<file path="config.mk">
export PLATFORM = sky130hd
export DESIGN_NAME = fetch_unit
export DESIGN_NICKNAME = d
export VERILOG_FILES = /design/src/rtl/fetch_unit_pkg.sv /design/src/rtl/sat_counter16.sv /design/src/rtl/fetch_unit.sv
export SDC_FILE = /design/constraint.sdc
export NUM_CORES = 1
export LEC_CHECK = 0
export BUFFER_PORTS_ARGS = -buffer_cell sky130_fd_sc_hd__buf_4
export CORE_MARGIN = 2
export CORE_UTILIZATION = 48
export DETAILED_ROUTE_END_ITERATION = 7
export PLACE_DENSITY = 0.92
export SYNTH_ARGS = -nofsm -noshare
export SYNTH_HDL_FRONTEND = slang
export SYNTH_SLANG_ARGS = --single-unit
export TNS_END_PERCENT = 20
</file>
<file path="constraint.sdc">
create_clock -name clk -period 2.4 [get_ports clk]
set_input_delay 0.24 -clock clk [delete_from_list [all_inputs] [get_ports clk]]
set_output_delay 0.24 -clock clk [all_outputs]
set_load 0.005 [all_outputs]
</file>
<file path="src/rtl/fetch_unit_pkg.sv">
// rtl/fetch_unit_pkg.sv - shared types and constants for the instruction fetch unit
package fetch_unit_pkg;
  localparam int          PC_WIDTH  = 15;
  localparam logic [15:0] ROM_WORDS = 16'h8000;

  typedef enum logic [1:0] {
    LOAD  = 2'd0,
    PRIME = 2'd1,
    RUN   = 2'd2
  } state_t;
endpackage

</file>
<file path="src/rtl/sat_counter16.sv">
// rtl/sat_counter16.sv - 16-bit counter that sticks at all-ones
module sat_counter16 (
  input  logic        clk,
  input  logic        reset,
  input  logic        en,
  output logic [15:0] count
);
  always_ff @(posedge clk) begin
    if (reset) begin
      count <= 16'h0000;
    end else if (en && count != 16'hFFFF) begin
      count <= count + 16'd1;
    end
  end
endmodule

</file>
<file path="src/rtl/fetch_unit.sv">
// rtl/fetch_unit.sv - zero-bubble instruction fetch from a 1-cycle-latency ROM
module fetch_unit #(
  parameter int                    PC_WIDTH   = 15,
  parameter logic [PC_WIDTH-1:0]   START_ADDR = '0
) (
  input  logic                clk,
  input  logic                reset,
  input  logic                clken,
  input  logic                rom_ready,
  output logic [15:0]         rom_address,
  input  logic [15:0]         rom_instruction,
  input  logic                stall,
  input  logic                jump,
  input  logic [15:0]         jump_addr,
  output logic [15:0]         instr,
  output logic                instr_valid,
  output logic [PC_WIDTH-1:0] pc,
  output logic [15:0]         fetch_count
);
  import fetch_unit_pkg::*;

  // Masking wraps pc+1 modulo 2^PC_WIDTH and keeps bit 15 clear.
  localparam logic [15:0] ADDR_MASK = 16'((32'd1 << PC_WIDTH) - 32'd1) & (ROM_WORDS - 16'd1);

  state_t      state;
  state_t      state_next;
  logic        advance;
  logic [15:0] addr_raw;

  always_ff @(posedge clk) begin
    if (reset) begin
      state <= LOAD;
    end else if (clken) begin
      state <= state_next;
    end
  end

  always_comb begin
    state_next  = state;
    advance     = 1'b0;
    addr_raw    = 16'(START_ADDR);
    instr_valid = 1'b0;
    instr       = 16'h0000;
    unique case (state)
      LOAD:  if (rom_ready) state_next = PRIME;
      PRIME: state_next = RUN;
      RUN: begin
        instr_valid = 1'b1;
        instr       = rom_instruction;
        advance     = clken && !stall;
        if (advance && jump) begin
          addr_raw = jump_addr;
        end else if (advance) begin
          addr_raw = 16'(pc) + 16'd1;
        end else begin
          addr_raw = 16'(pc);
        end
        if (!rom_ready) state_next = LOAD;
      end
      default: state_next = LOAD;
    endcase
  end

  assign rom_address = addr_raw & ADDR_MASK;

  // pc tracks whatever address went to the ROM, so instr lines up with pc next cycle.
  always_ff @(posedge clk) begin
    if (reset) begin
      pc <= START_ADDR;
    end else if (clken) begin
      if (state == PRIME) begin
        pc <= START_ADDR;
      end else if (state == RUN) begin
        pc <= rom_address[PC_WIDTH-1:0];
      end
    end
  end

  sat_counter16 u_count (
    .clk   (clk),
    .reset (reset),
    .en    (advance),
    .count (fetch_count)
  );
endmodule

</file>
Word-level counts from Yosys, hierarchy flattened

Cells that the tools add are included.

Add/sub/neg operators: 2
Eq/ne operators: 5
Mux-type cells: 11
Reduce and logical (&&, ||, !) cells: 8

Operator list:

| kind                                                                   | number |
|---|---|
| 15-bit 2-to-1 mux                                                      | 5 |
| 16-bit by 1-bit adder with 16-bit output (second input constant)       | 1 |
| 16-bit 2-to-1 mux                                                      | 1 |
| 16-bit inequality test (second input constant)                         | 1 |
| 15-bit by 1-bit adder with 15-bit output (second input constant)       | 1 |
| 2-bit one-hot mux with 3 select lines                                  | 1 |
| 2-bit 2-to-1 mux                                                       | 2 |
| 2-bit inequality test (second input constant)                          | 2 |
| 1-bit logical AND                                                      | 3 |
| 3-bit AND reduction                                                    | 1 |
| 2-bit by 1-bit equality test with 1-bit output (second input constant) | 1 |
| 2-bit equality test (second input constant)                            | 1 |
| 2-bit logical NOT                                                      | 1 |
| 1-bit 2-to-1 mux                                                       | 2 |
| 2-bit AND reduction                                                    | 1 |
| 2-bit nonzero test                                                     | 1 |
| 1-bit logical NOT                                                      | 1 |

Flip-flop bits (word level): 33
Input bits: 38
Output and inout port bits: 64

Logic depth before layout (Yosys ltp)

Depth after elaboration: 7
Depth in mapped cells: 7
Gate-level depth less buffers: 6

By module

From an unflattened synthesis, not the netlist that was laid out.

Cells, all modules: 320
Area total of the unflattened synthesis: 2431.1 um^2

By module, submodules not included:

| module        | times used | cells each | area each (um^2) | sequential area each (um^2) |
|---|---|---|---|---|
| fetch_unit    | 1          | 221        | 1582.8           | 340.3 |
| sat_counter16 | 1          | 99         | 848.3            | 320.3 |

Worst setup path after synthesis

OpenSTA, ideal clock, no wires.

Path kind: reg2reg
Start: register state[0]
End: register u_count.count[12]
Arrival: 1875 ps
Data required time: 2330 ps
Setup slack: 455 ps
Cell stages (with the launch flop): 8
Path buffers: 1
Clock period less this slack: 1945 ps
Cells stage by stage: dfxtp_1 inv_1 ha_1 buf_6 nand3b_4 or4_4 or4_1 a21oi_1

Word-level cells in the longest chain between the ends: 3

RTL lines:

| what                   | line                | source |
|---|---|---|
| from (decl)            | fetch_unit.sv:25    | `state_t state;` |
| from (signal assigned) | fetch_unit.sv:34    | `state <= state_next;` |
| 2-bit equality test    | fetch_unit.sv:44    | `unique case (state)` |
| 1-bit 2-to-1 mux       | fetch_unit.sv:44    |  |
| 1-bit logical AND      | sat_counter16.sv:11 | `end else if (en && count != 16'hFFFF) begin` |
| to (signal assigned)   | sat_counter16.sv:12 | `count <= count + 16'd1;` |
| to (decl)              | sat_counter16.sv:6  | `output logic [15:0] count` |

No other way between the ends.
A chain may end at the register's enable or synchronous reset.

Final worst setup path

Start: register pc[5]
End: output port rom_address[7]

Word-level cells in the longest chain between the ends: 4

RTL lines:

| what                                     | line             | source |
|---|---|---|
| from (decl)                              | fetch_unit.sv:17 | `output logic [PC_WIDTH-1:0] pc,` |
| from (signal assigned)                   | fetch_unit.sv:74 | `pc <= rom_address[PC_WIDTH-1:0];` |
| 15-bit by 1-bit adder with 15-bit output | fetch_unit.sv:54 | `addr_raw = 16'(pc) + 16'd1;` |
| 15-bit 2-to-1 mux                        | fetch_unit.sv:53 | `end else if (advance) begin` |
| 15-bit 2-to-1 mux                        | fetch_unit.sv:51 | `if (advance && jump) begin` |
| 15-bit 2-to-1 mux                        | fetch_unit.sv:44 |  |
| to (decl)                                | fetch_unit.sv:10 | `output logic [15:0] rom_address,` |

No other way between the ends.

==> flow_summary.yaml <==
run_status:
  status: "complete, but fails checks"
  violations: "negative setup slack"
critical_path:
  worstPathRequired_ns: 2.16
  start_kind: "flop"
  crit_top_cell: "buf_4"
  worstPathMaxFanout: 7
  end_kind: "output pin"
  critPathKind: "flop to output pin"
  cpLargestDelayFamily: "simple AND/OR/NAND/NOR gates"
  timing.critical_path.buf_inv: 2
  cp.arrival_ns: 2.19
  slowest_delay_ns: 0.52
  cpMaxStageDelayCell: "o311ai_0"
  path_cells: "nand4b_1 > buf_4 > o311ai_0 > and2_1 > buf_4"
clock_network:
  cts.path.max_buffers: 2
  root_buffer: "clkbuf_8"
  clock_latency_ns: 0.28
  clock_sinks: 33
  cts_tree: "built"
  cts_setup_buffers: 0
  cts_buffers: 5
  clk_pin_slew_ns: 0.07
  htree_levels: 2
global_route:
  antenna_found_initial: 0
  grt.overflow.total: 0
  grt_pass1_vias: 2501
  grt_pass1_wl_mm: 11.31
  grt_max_degree: 35
  grtUsageTotal_pct: 25.89
job:
  max_cap_viol_count: 0
drt:
  drt-total-wl_mm: 7.338
  antenna_left: 0
  drc: 0
  first_pass_iters: 5
  drtIter0Drc: 265
  vias: 2861
  drt-wirelength-per-cell_um: 15.38
  viasPerCell: 5.998
synthesis:
  syn_inst: 317
  synth_top_flop_cell: "dfxtp_1"
  async_flop_share_pct: 0
  ys_ff_latch: 33
  synth_edf_count: 0
  ys_warn_count: 0
  syn_avg_cell_area_um2: 7.543
  synth.distinct_cells: 53
  netlist_area_um2: 2391
  synth_nets: 360
  seq_area_frac_synth_pct: 27.63
sta:
  finalMaxSlewViolations: 0
  setup_slack_ns: -0.03276
  max_freq_ghz: 0.4111
  finalSetupViolCount: 2
  fin_skew_ns: 0.002964
  rsz0062_at_grt: "true"
  slew_headroom_pct: 62.47
  min_period_ns: 2.433
  fin_tns_setup_ns: -0.04874
  period_share_pct: 101.4
  hold_viol_final: 0
  tightest_slew_ns: 0.5579
power_and_ir_drop:
  power.density_nw_per_um2: 388.1
  pwr-share-seq_pct: 43.2
  p_sw_share_pct: 24.11
  power_mw: 1.284
  pwr-share-clk_pct: 43.3
  vdd_drop_max_mv: 0.2955
  p_switching_mw: 0.3095
  leakage_nw: 1.329
  p_int_mw: 0.9741
  comb_power_share_pct: 13.5
floorplan:
  die_y_um: 74.58
  initial_core_util_pct: 50.29
  io_pins: 102
  row_count: 25
  die-area_um2: 5562
  die_w_um: 74.58
  core-area_um2: 4755
placed_design:
  hpwl_mm: 5.358
  portBuffers: 99
  globalplace.congestion: 0.8431
cells_and_area:
  drive_above_1_share_pct: 30.00
  fin_util_pct: 69.55
  areaGrowthSynthToFinish_pct: 38.30
  layout.area.seq_um2: 660.6
  fillCellCount: 407
  nets: 452
  diodes: 0
  final_cell_mix: "buf_4, dfxtp_1, o21ai_0, a21oi_1"
  multi_input_area_um2: 1602
  layout_commonest_cell: "buf_4"
min_path:
  hold_class: "input pin to flop"
## final cells by class
type / instances / area share, %
repair buffers: 107 / 24.29
multi-input cells: 251 / 48.43
clock buffers: 7 / 2.611
well taps: 67 / 2.535
clock inverters: 1 / 0.9081
flip-flops and latches: 33 / 19.98
inverters: 11 / 1.249
## state kept, by name, summed over array words and instances, names as in the netlist
register and cells:
state 2, pc 15, u_count.count 16
## timing repair
item	4_1_cts	5_1_grt
endpoints found under the setup margin	0	6
hold buffers	0	0
resized for setup	0	2
## synthesized netlist by cell type (2+ instances only)
cell | n | share of area (%)
dfxtp_1 | 33 | 28
a21oi_1 | 30 | 6.3
o21ai_0 | 30 | 6.3
and2_1 | 20 | 5.2
nand2_1 | 20 | 3.1
clkbuf_1 | 14 | 2.2
nor2_1 | 14 | 2.2
inv_1 | 11 | 1.7
or3_1 | 11 | 2.9
nand3_1 | 9 | 1.9
nand4_1 | 9 | 2.4
nor4_1 | 9 | 2.4
o2bb2ai_1 | 8 | 2.9
nand3b_1 | 7 | 2.2
xnor2_1 | 7 | 2.6
a22oi_1 | 6 | 1.9
nor3_1 | 6 | 1.3
o211ai_1 | 6 | 1.9
ha_1 | 5 | 2.6
nand2b_1 | 5 | 1.3
o31ai_1 | 5 | 1.6
buf_2 | 4 | 0.84
nor2b_1 | 4 | 1.0
a22o_1 | 3 | 1.1
and3_1 | 3 | 0.79
and3b_1 | 3 | 1.1
mux2i_1 | 3 | 1.3
o22ai_1 | 3 | 0.79
or4_1 | 3 | 0.94
and4_1 | 2 | 0.73
mux2_2 | 2 | 0.94
## worst reg2reg max path, cell delays in order, from the launching register on
cell and delay [ns]:
dfxtp_1 0.35, inv_1 0.10, ha_1 0.31, buf_4 0.34
nand2b_1 0.15, nand3b_1 0.34, o21ai_0 0.26, o2bb2ai_1 0.14
## power by group through the flow
stage,combinational (mW),clock [mW],sequential [mW]
6_report,0.174,0.555,0.555
5_1_grt,0.189,0.571,0.555
4_1_cts,0.172,0.560,0.554
3_5_place_dp,0.170,0,0.567
3_3_place_gp,0.164,0,0.566
2_1_floorplan,0.0905,0,0.566
## metal layers
layer	track usage [%]	routed length [um]
met5	0	0
met4	10.32	224
met3	4.065	591
met2	44.84	3578
met1	32.07	2944
## kinds of logic (layout without fill, tap and decap cells)
| family | count (synthesis) | after routing | share of synthesized area, % |
|---|---|---|---|
| and+or+nand+nor | 131 | 131 | 32.44 |
| AOI/OAI and AO/OA | 102 | 102 | 26.48 |
| DFF | 33 | 33 | 27.63 |
| buffers and inverters | 33 | 126 | 5.913 |
| xor gates and xnor gates | 7 | 7 | 2.564 |
| adders and majority gates | 5 | 5 | 2.616 |
| muxes | 5 | 5 | 2.198 |
| other | 1 | 1 | 0.1568 |
## metrics by stage
stage | instance area [um^2] | worst slack, ns | cells | hold WS (ns)
floorplan | 2391 | 0.4547 | 317 | 0.4119
global placement | 3178 | 0.4430 | 469 | 0.4770
detailed placement | 3178 | 0.3268 | 469 | 0.4972
CTS | 3294 | 0.009754 | 477 | 0.2395
global route | 3307 | -0.1053 | 477 | 0.2619
finish | 3307 | -0.03276 | 477 | 0.2427
## path summary, 6_finish.rpt
kind,cells after the start,slack (ns),to,start
min,3,0.24,pc[6],jump_addr[6]
min reg2reg,2,0.52,state[0],state[0]
max reg2reg,7,0.34,pc[13],state[0]
max,5,-0.03,rom_address[7],pc[5]
No activity file was read; power rests on OpenSTA's default activity.
